[src/rtl/mux_sel_switch.sv]
`default_nettype none
// ============================================================================
// Module      : mux_sel_switch
// Description : Registered N-to-1 lane selector with select handshake and a
//               blanking window on select changes. Optional range check via
//               MUX_SEL_CHECK_EN (adds sticky sel_err output).
// Revision    : 1.0 - initial release
// ============================================================================
module mux_sel_switch #(
    parameter int NUM_INPUTS    = 8,
    parameter int WIDTH         = 8,
    parameter int SETTLE_CYCLES = 2,
    localparam int SEL_W        = $clog2(NUM_INPUTS)
) (
    input  logic                        clk,
    input  logic                        rst,
    input  logic [NUM_INPUTS*WIDTH-1:0] in_data,
    input  logic [NUM_INPUTS-1:0]       in_valid,
    input  logic [SEL_W-1:0]            sel,
    input  logic                        sel_req,
    output logic                        sel_ack,
    output logic                        sel_drop,
    output logic                        busy,
    output logic [SEL_W-1:0]            cur_sel,
    output logic [WIDTH-1:0]            out_data,
    output logic                        out_valid
`ifdef MUX_SEL_CHECK_EN
    ,
    output logic                        sel_err
`endif
);

    localparam int CNT_W = (SETTLE_CYCLES < 1) ? 1 : $clog2(SETTLE_CYCLES + 1);
    localparam logic [CNT_W-1:0] c_settle = CNT_W'(SETTLE_CYCLES);

    typedef enum logic [0:0] {
        ST_RUN   = 1'b0,
        ST_BLANK = 1'b1
    } state_t;

    state_t             r_state;
    logic [SEL_W-1:0]   r_cur_sel;
    logic [SEL_W-1:0]   r_pend_sel;
    logic [CNT_W-1:0]   r_cnt;
    logic [WIDTH-1:0]   r_out_data;
    logic               r_out_valid;
    logic               r_sel_ack;
    logic               r_sel_drop;
    logic               r_drop_defer;

    state_t             w_state_nxt;
    logic [SEL_W-1:0]   w_cur_sel_nxt;
    logic [SEL_W-1:0]   w_pend_sel_nxt;
    logic [CNT_W-1:0]   w_cnt_nxt;
    logic [WIDTH-1:0]   w_out_data_nxt;
    logic               w_out_valid_nxt;
    logic               w_ack_nxt;
    logic               w_drop_raw;
    logic               w_drop_nxt;
    logic               w_drop_defer_nxt;

    logic [WIDTH-1:0]   w_lane_data;
    logic               w_lane_valid;

`ifdef MUX_SEL_CHECK_EN
    localparam logic [SEL_W:0] c_num_inputs = (SEL_W + 1)'(NUM_INPUTS);
    logic               r_sel_err;
    logic               w_sel_err_nxt;
    logic               w_sel_oor;

    assign w_sel_oor = ({1'b0, sel} >= c_num_inputs);
`endif

    // An out-of-range cur_sel matches no lane and therefore yields zero data/valid.
    always_comb begin
        w_lane_data  = '0;
        w_lane_valid = 1'b0;
        for (int i = 0; i < NUM_INPUTS; i++) begin
            if (r_cur_sel == SEL_W'(i)) begin
                w_lane_data  = in_data[i*WIDTH +: WIDTH];
                w_lane_valid = in_valid[i];
            end
        end
    end

    always_comb begin
        w_state_nxt     = r_state;
        w_cur_sel_nxt   = r_cur_sel;
        w_pend_sel_nxt  = r_pend_sel;
        w_cnt_nxt       = r_cnt;
        w_out_data_nxt  = r_out_data;
        w_out_valid_nxt = 1'b0;
        w_ack_nxt       = 1'b0;
        w_drop_raw      = 1'b0;
`ifdef MUX_SEL_CHECK_EN
        w_sel_err_nxt   = r_sel_err | (sel_req & w_sel_oor);
`endif

        case (r_state)
            ST_RUN: begin
                w_out_data_nxt  = w_lane_data;
                w_out_valid_nxt = w_lane_valid;
                if (sel_req) begin
`ifdef MUX_SEL_CHECK_EN
                    if (w_sel_oor) begin
                        w_drop_raw = 1'b1;
                    end else
`endif
                    if (sel == r_cur_sel) begin
                        w_ack_nxt = 1'b1;
                    end else begin
                        w_pend_sel_nxt  = sel;
                        w_cnt_nxt       = c_settle;
                        w_state_nxt     = ST_BLANK;
                        w_out_valid_nxt = 1'b0;
                        w_out_data_nxt  = r_out_data;
                    end
                end
            end

            ST_BLANK: begin
                if (sel_req) begin
                    w_drop_raw = 1'b1;
                end
                if (r_cnt != '0) begin
                    w_cnt_nxt = r_cnt - 1'b1;
                end else begin
                    w_cur_sel_nxt = r_pend_sel;
                    w_ack_nxt     = 1'b1;
                    w_state_nxt   = ST_RUN;
                end
            end

            default: begin
                w_state_nxt = ST_RUN;
            end
        endcase

        // A drop that lands on an ack cycle is held back one cycle so the two
        // pulses never overlap and no rejected request goes unreported.
        w_drop_nxt       = ~w_ack_nxt & (w_drop_raw | r_drop_defer);
        w_drop_defer_nxt =  w_ack_nxt & (w_drop_raw | r_drop_defer);
    end

    always_ff @(posedge clk) begin
        if (rst) begin
            r_state      <= ST_RUN;
            r_cur_sel    <= '0;
            r_pend_sel   <= '0;
            r_cnt        <= '0;
            r_out_data   <= '0;
            r_out_valid  <= 1'b0;
            r_sel_ack    <= 1'b0;
            r_sel_drop   <= 1'b0;
            r_drop_defer <= 1'b0;
        end else begin
            r_state      <= w_state_nxt;
            r_cur_sel    <= w_cur_sel_nxt;
            r_pend_sel   <= w_pend_sel_nxt;
            r_cnt        <= w_cnt_nxt;
            r_out_data   <= w_out_data_nxt;
            r_out_valid  <= w_out_valid_nxt;
            r_sel_ack    <= w_ack_nxt;
            r_sel_drop   <= w_drop_nxt;
            r_drop_defer <= w_drop_defer_nxt;
        end
    end

`ifdef MUX_SEL_CHECK_EN
    always_ff @(posedge clk) begin
        if (rst) begin
            r_sel_err <= 1'b0;
        end else begin
            r_sel_err <= w_sel_err_nxt;
        end
    end

    assign sel_err = r_sel_err;
`endif

    assign sel_ack   = r_sel_ack;
    assign sel_drop  = r_sel_drop;
    assign busy      = (r_state == ST_BLANK);
    assign cur_sel   = r_cur_sel;
    assign out_data  = r_out_data;
    assign out_valid = r_out_valid;

endmodule
`default_nettype wire

[config.mk]
export PLATFORM = sky130hd
export DESIGN_NAME = mux_sel_switch
export DESIGN_NICKNAME = d
export VERILOG_FILES = /design/src/rtl/mux_sel_switch.sv
export SDC_FILE = /design/constraint.sdc
export NUM_CORES = 1
export LEC_CHECK = 0
export BUFFER_PORTS_ARGS = -buffer_cell sky130_fd_sc_hd__buf_2
export CAP_MARGIN = 40
export CORE_MARGIN = 3
export CORE_UTILIZATION = 40
export DETAILED_ROUTE_END_ITERATION = 8
export PLACE_DENSITY = 0.86
export SYNTH_ARGS = -nofsm -noshare
export SYNTH_HDL_FRONTEND = slang
export SYNTH_SLANG_ARGS = --single-unit
[constraint.sdc]
create_clock -name clk -period 2.59 [get_ports clk]
set_clock_uncertainty 0.2 [all_clocks]
set_input_delay 0.259 -clock clk [delete_from_list [all_inputs] [get_ports clk]]
set_output_delay 0.259 -clock clk [all_outputs]
set_load 0.05 [all_outputs]
# Word level (Yosys, flattened, before mapping)
# Index checks and enable logic that the tools add are counted.
[totals] reg_bits=21 in_bits=78 out_inout_bits=15 word_cells=70
[classes] addsub=1 n_eq_ne=12 mux=34 n_bitwise=7 reduce_logical=7
[op_table] op="two-way mux 8 bit" n=10
[op_table] op="two-way mux 1 bit" n=18
[op_table] op="equality test 3 bit, second input constant" n=4
[op_table] op="equality test 3 x 2 -> 1 bit, second input constant" n=2
[op_table] op="two-way mux 2 bit" n=3
[op_table] op="AND reduction 3 bit" n=2
[op_table] op="inequality test 2 x 1 -> 1 bit, second input constant" n=2
[op_table] op="inequality test 2 bit, second input constant" n=2
[op_table] op="NOT 1 bit" n=4
[op_table] op="one-hot mux 1 bit (2 select lines)" n=2
[op_table] op="one-hot mux 2 bit (2 select lines)" n=1
[op_table] op="AND reduction 2 bit" n=2
[op_table] op="equality test 3 x 1 -> 1 bit, second input constant" n=1
[op_table] op="equality test 3 bit" n=1
[op_table] op="zero test 3 bit" n=1
[op_table] op="bitwise AND 1 bit" n=2
[op_table] op="nonzero test 2 bit" n=1
[op_table] op="OR reduction 2 bit" n=1
[op_table] op="subtractor 2 x 1 -> 2 bit, second input constant" n=1
[op_table] op="bitwise OR 1 bit" n=1

# Logic depth before layout (Yosys ltp)
[depth] word_depth=11 depth_mapped=6 depth_no_buf=5

# Worst setup path after synthesis
# No wires, ideal clock.
[synth_path] path_kind="register to register" startpoint="reg r_cur_sel[0], in the netlist cur_sel[0]" endpoint="reg r_out_data[0], in the netlist out_data[0]" arrival_time_ns=1.650 required_ns=2.273 path_slack_ns=0.622 path_stages_with_launch=6 path_buffers=2 period_less_slack_ns=1.968 path_cell_list="dfxtp_1 > buf_6 > buf_2 > nand3_1 > or2_1 > a32o_1"
[synth_via] elab_chain_len=11 elab_cells_between_ends=21 cone_classes="eq/ne: 9; mux: 10; reduce/logical: 2"
[synth_rtl] item="start, declared" line_no="42" rtl="logic [SEL_W-1:0] r_cur_sel;"
[synth_rtl] item="start signal, assigned" line_no="158" rtl="r_cur_sel <= w_cur_sel_nxt;"
[synth_rtl] item="zero test 3 bit" line_no="79" rtl="if (r_cur_sel == SEL_W'(i)) begin"
[synth_rtl] item="two-way mux 8 bit (8 in series)" line_no="79"
[synth_rtl] item="two-way mux 8 bit" line_no="109" rtl="if (sel == r_cur_sel) begin"
[synth_rtl] item="two-way mux 8 bit" line_no="103" rtl="if (sel_req) begin"
[synth_rtl] item="end signal, assigned" line_no="161" rtl="r_out_data <= w_out_data_nxt;"
[synth_rtl] item="end, declared" line_no="45" rtl="logic [WIDTH-1:0] r_out_data;"
# Parallel ways exist; a longest one is shown, timed or not. The select of a mux whose other input is x is not followed.
# A chain may end at the register's enable or synchronous reset.

# Worst setup path in the final report
[layout_path] startpoint="reg r_cur_sel[0], in the netlist cur_sel[0]" endpoint="reg r_out_data[6], in the netlist out_data[6]"
# Same word-level chain as after synthesis.

==> results.tsv <==
metric	value	unit
vias	1659	
pre_cts_slack	640.6	ps
cts.clk_slew.worst_paths	70	ps
maxSlewViolCount	0	
grt_pass1_vias	1494	
r2r_cells	4	
ys_ff_latch	21	
grt_overflow	0	
final_cell_mix	92 x buf_2, 21 x dfxtp_1, 12 x mux2i_1, 12 x nand2_1, 11 x o21ai_0	
setup_ws	623.6	ps
period_needed	1966	ps
ys_seq_area_frac	0.2761	
ys_types	40	
cp_data_arrival_time	1980	ps
grt_use_met3	0.03161	
start_util	0.4357	
total_power	0.8441	mW
setup_tns	0	ps
clock_latency	260	ps
dieArea	0.004583	mm^2
root_buffer	clkbuf_8	
status	completed	
grt_max_degree	17	
place_congestion	0.8430	
cp_slowest_cell	nor2b_1	
p_leak	0.8345	nW
synth_top_area_frac	0.2761	
synth_area_per_cell	9.342	um^2
cts_sinks	21	
drtPass1Iterations	5	
wl	4.764	mm
die_h	67.70	um
syn_area	0.001523	mm^2
powerDensity	414.6	mW/mm^2
cp_max_fo	10	
drt_iter0_drc	120	
drive_gt1_frac	0.4444	
post-route-period-util	0.7592	
antenna_found_initial	0	
fmax	508.5	MHz
drc	0	
hpwl	3.780	mm
synth_ff_type	dfxtp_1	
crit_required	2600	ps
cts_resized	0	
netlist_instances	163	
nets	332	
slowest_delay	530	ps
whs_path_depth	3	
viasPerCell	5.567	
cts_setup_buffers	0	
grt_util_met1	0.2780	
rows	21	
grt_busiest_layer	met2	
mostFrequentLayoutCell	buf_2	
max_slew_margin	0.6263	
wl_per_cell	15.99	um
syn-num-nets	242	
hold_buffers	0	
ys_top_cells_by_area	dfxtp_1 28%, mux2i_1 7.9%, a32o_1 5.3%	
min_to	r_pend_sel[1]	
yosysTopAreaCell	dfxtp_1	
hold_class	input pin to register	
final-hold-violation-count	0	
synth-edff-count	0	
numCtsBuffers	3	
r2r_slack	620	ps
cts.htree.levels	1	
tritoncts	built	
clk_path_buf_depth	2	
insertedDiodeCount	0	
area_growth	33.69	%
fp.dieW	67.70	um
setup_viol	0	
critPathLaunchType	register	
rsz0062_at_grt	no	
path_cells	nor2b_1, a2bb2oi_1, o211ai_1, a32o_1	
drv_cap	0	
grt_usage	0.2032	
use_met2	0.3074	
pin_count	93	
grt_pass1_wl	7.058	mm
async_flop_share	0	
crit_path_end_kind	register	
reg2reg_from	cur_sel[0]	
worst_pin_slew	559.4	ps
core_area	0.003495	mm^2
reg2reg_to	out_data[6]	
yosys_warnings	0	
portBuffers	92	
vdd_drop_max	0.4102	mV
post-route-util	0.5825	
min_from	sel[1]	
critical_path_class	register to register	
ant_nets	0	
## sequential cells by signal, summed over array words and instances, names as in the netlist
register      count
sel_drop          1
busy              1
out_valid         1
sel_ack           1
r_cnt             2
cur_sel           3
out_data          8
r_pend_sel        3
r_drop_defer      1
## routing by layer
metal / vias up / share of wire
met1: 773 / 0.41
met4: 0 / 0.025
met5: - / 0
met2: 76 / 0.48
li1: 797 / -
met3: 13 / 0.084
## power by group
part / switching, mW / total [mW] / internal [mW] / leakage (nW)
clock: 0.103 / 0.213 / 0.110 / 0.0228
combinational: 0.154 / 0.266 / 0.112 / 0.640
sequential: 0.0189 / 0.365 / 0.346 / 0.172
total: 0.277 / 0.844 / 0.567 / 0.834
## synthesized netlist by cell type, types with 2 or more instances
cell and n:
a2bb2oi_1 8, buf_6 4, dfxtp_1 21, nand3_1 4, a21bo_1 7, nor3_1 3, or2_1 8, o211ai_1 10
mux2i_1 12, buf_2 4, o21ai_0 11, xnor2_2 2, nand2_1 12, clkbuf_1 2, inv_1 6, a32o_1 8
a21oi_1 4, a22oi_1 8, nor2_1 6, buf_4 2, a31oi_4 2
## kinds of logic (layout without fill, tap and decap cells)
logic type	Yosys count	in the layout	synth area share
multiplexers	13	13	0.09368
buffers and inverters	18	107	0.07231
AO/OA/AOI/OAI	65	65	0.3542
flip-flops	21	21	0.2761
AND/OR/NAND/NOR	42	42	0.1561
adder cells (fa/ha/maj)	1	1	0.008216
XOR/XNOR	3	3	0.03944
## worst max-delay path by stage
stage / start / endpoint / slack (ps) / cells after the start
after global routing: cur_sel[0] / out_data[6] / 520 / 4
after CTS: cur_sel[2] / out_data[5] / 640 / 4
final: cur_sel[0] / out_data[6] / 620 / 4
after global placement: cur_sel[2] / out_data[5] / 680 / 4
after floorplan: cur_sel[0] / out_data[0] / 620 / 5
after detailed placement: cur_sel[2] / out_data[5] / 640 / 4
## final cells by class
type | count | area [um^2]
repair buffers | 97 | 498.0
multi-input cells | 124 | 992.2
inverters | 6 | 22.52
fillers | 316 | 1459
flip-flops and latches | 21 | 420.4
clock buffers | 4 | 45.04
well taps | 46 | 57.56
## critical path: cells and delay by family (launching register included)
kind,cells,cell delay [ps]
compound gates,3,670
flops,1,520
simple gates,1,530
## per-stage QoR
step                instance area (um^2)  std cells  hold slack [ps]
finish                              2036        298            94.11
global route                        2036        298            111.3
CTS                                 2036        298            93.82
detailed placement                  1991        294            254.0
global placement                    1991        294            247.0
floorplan                           1523        163            137.7
(Power assumes the default switching activity.)
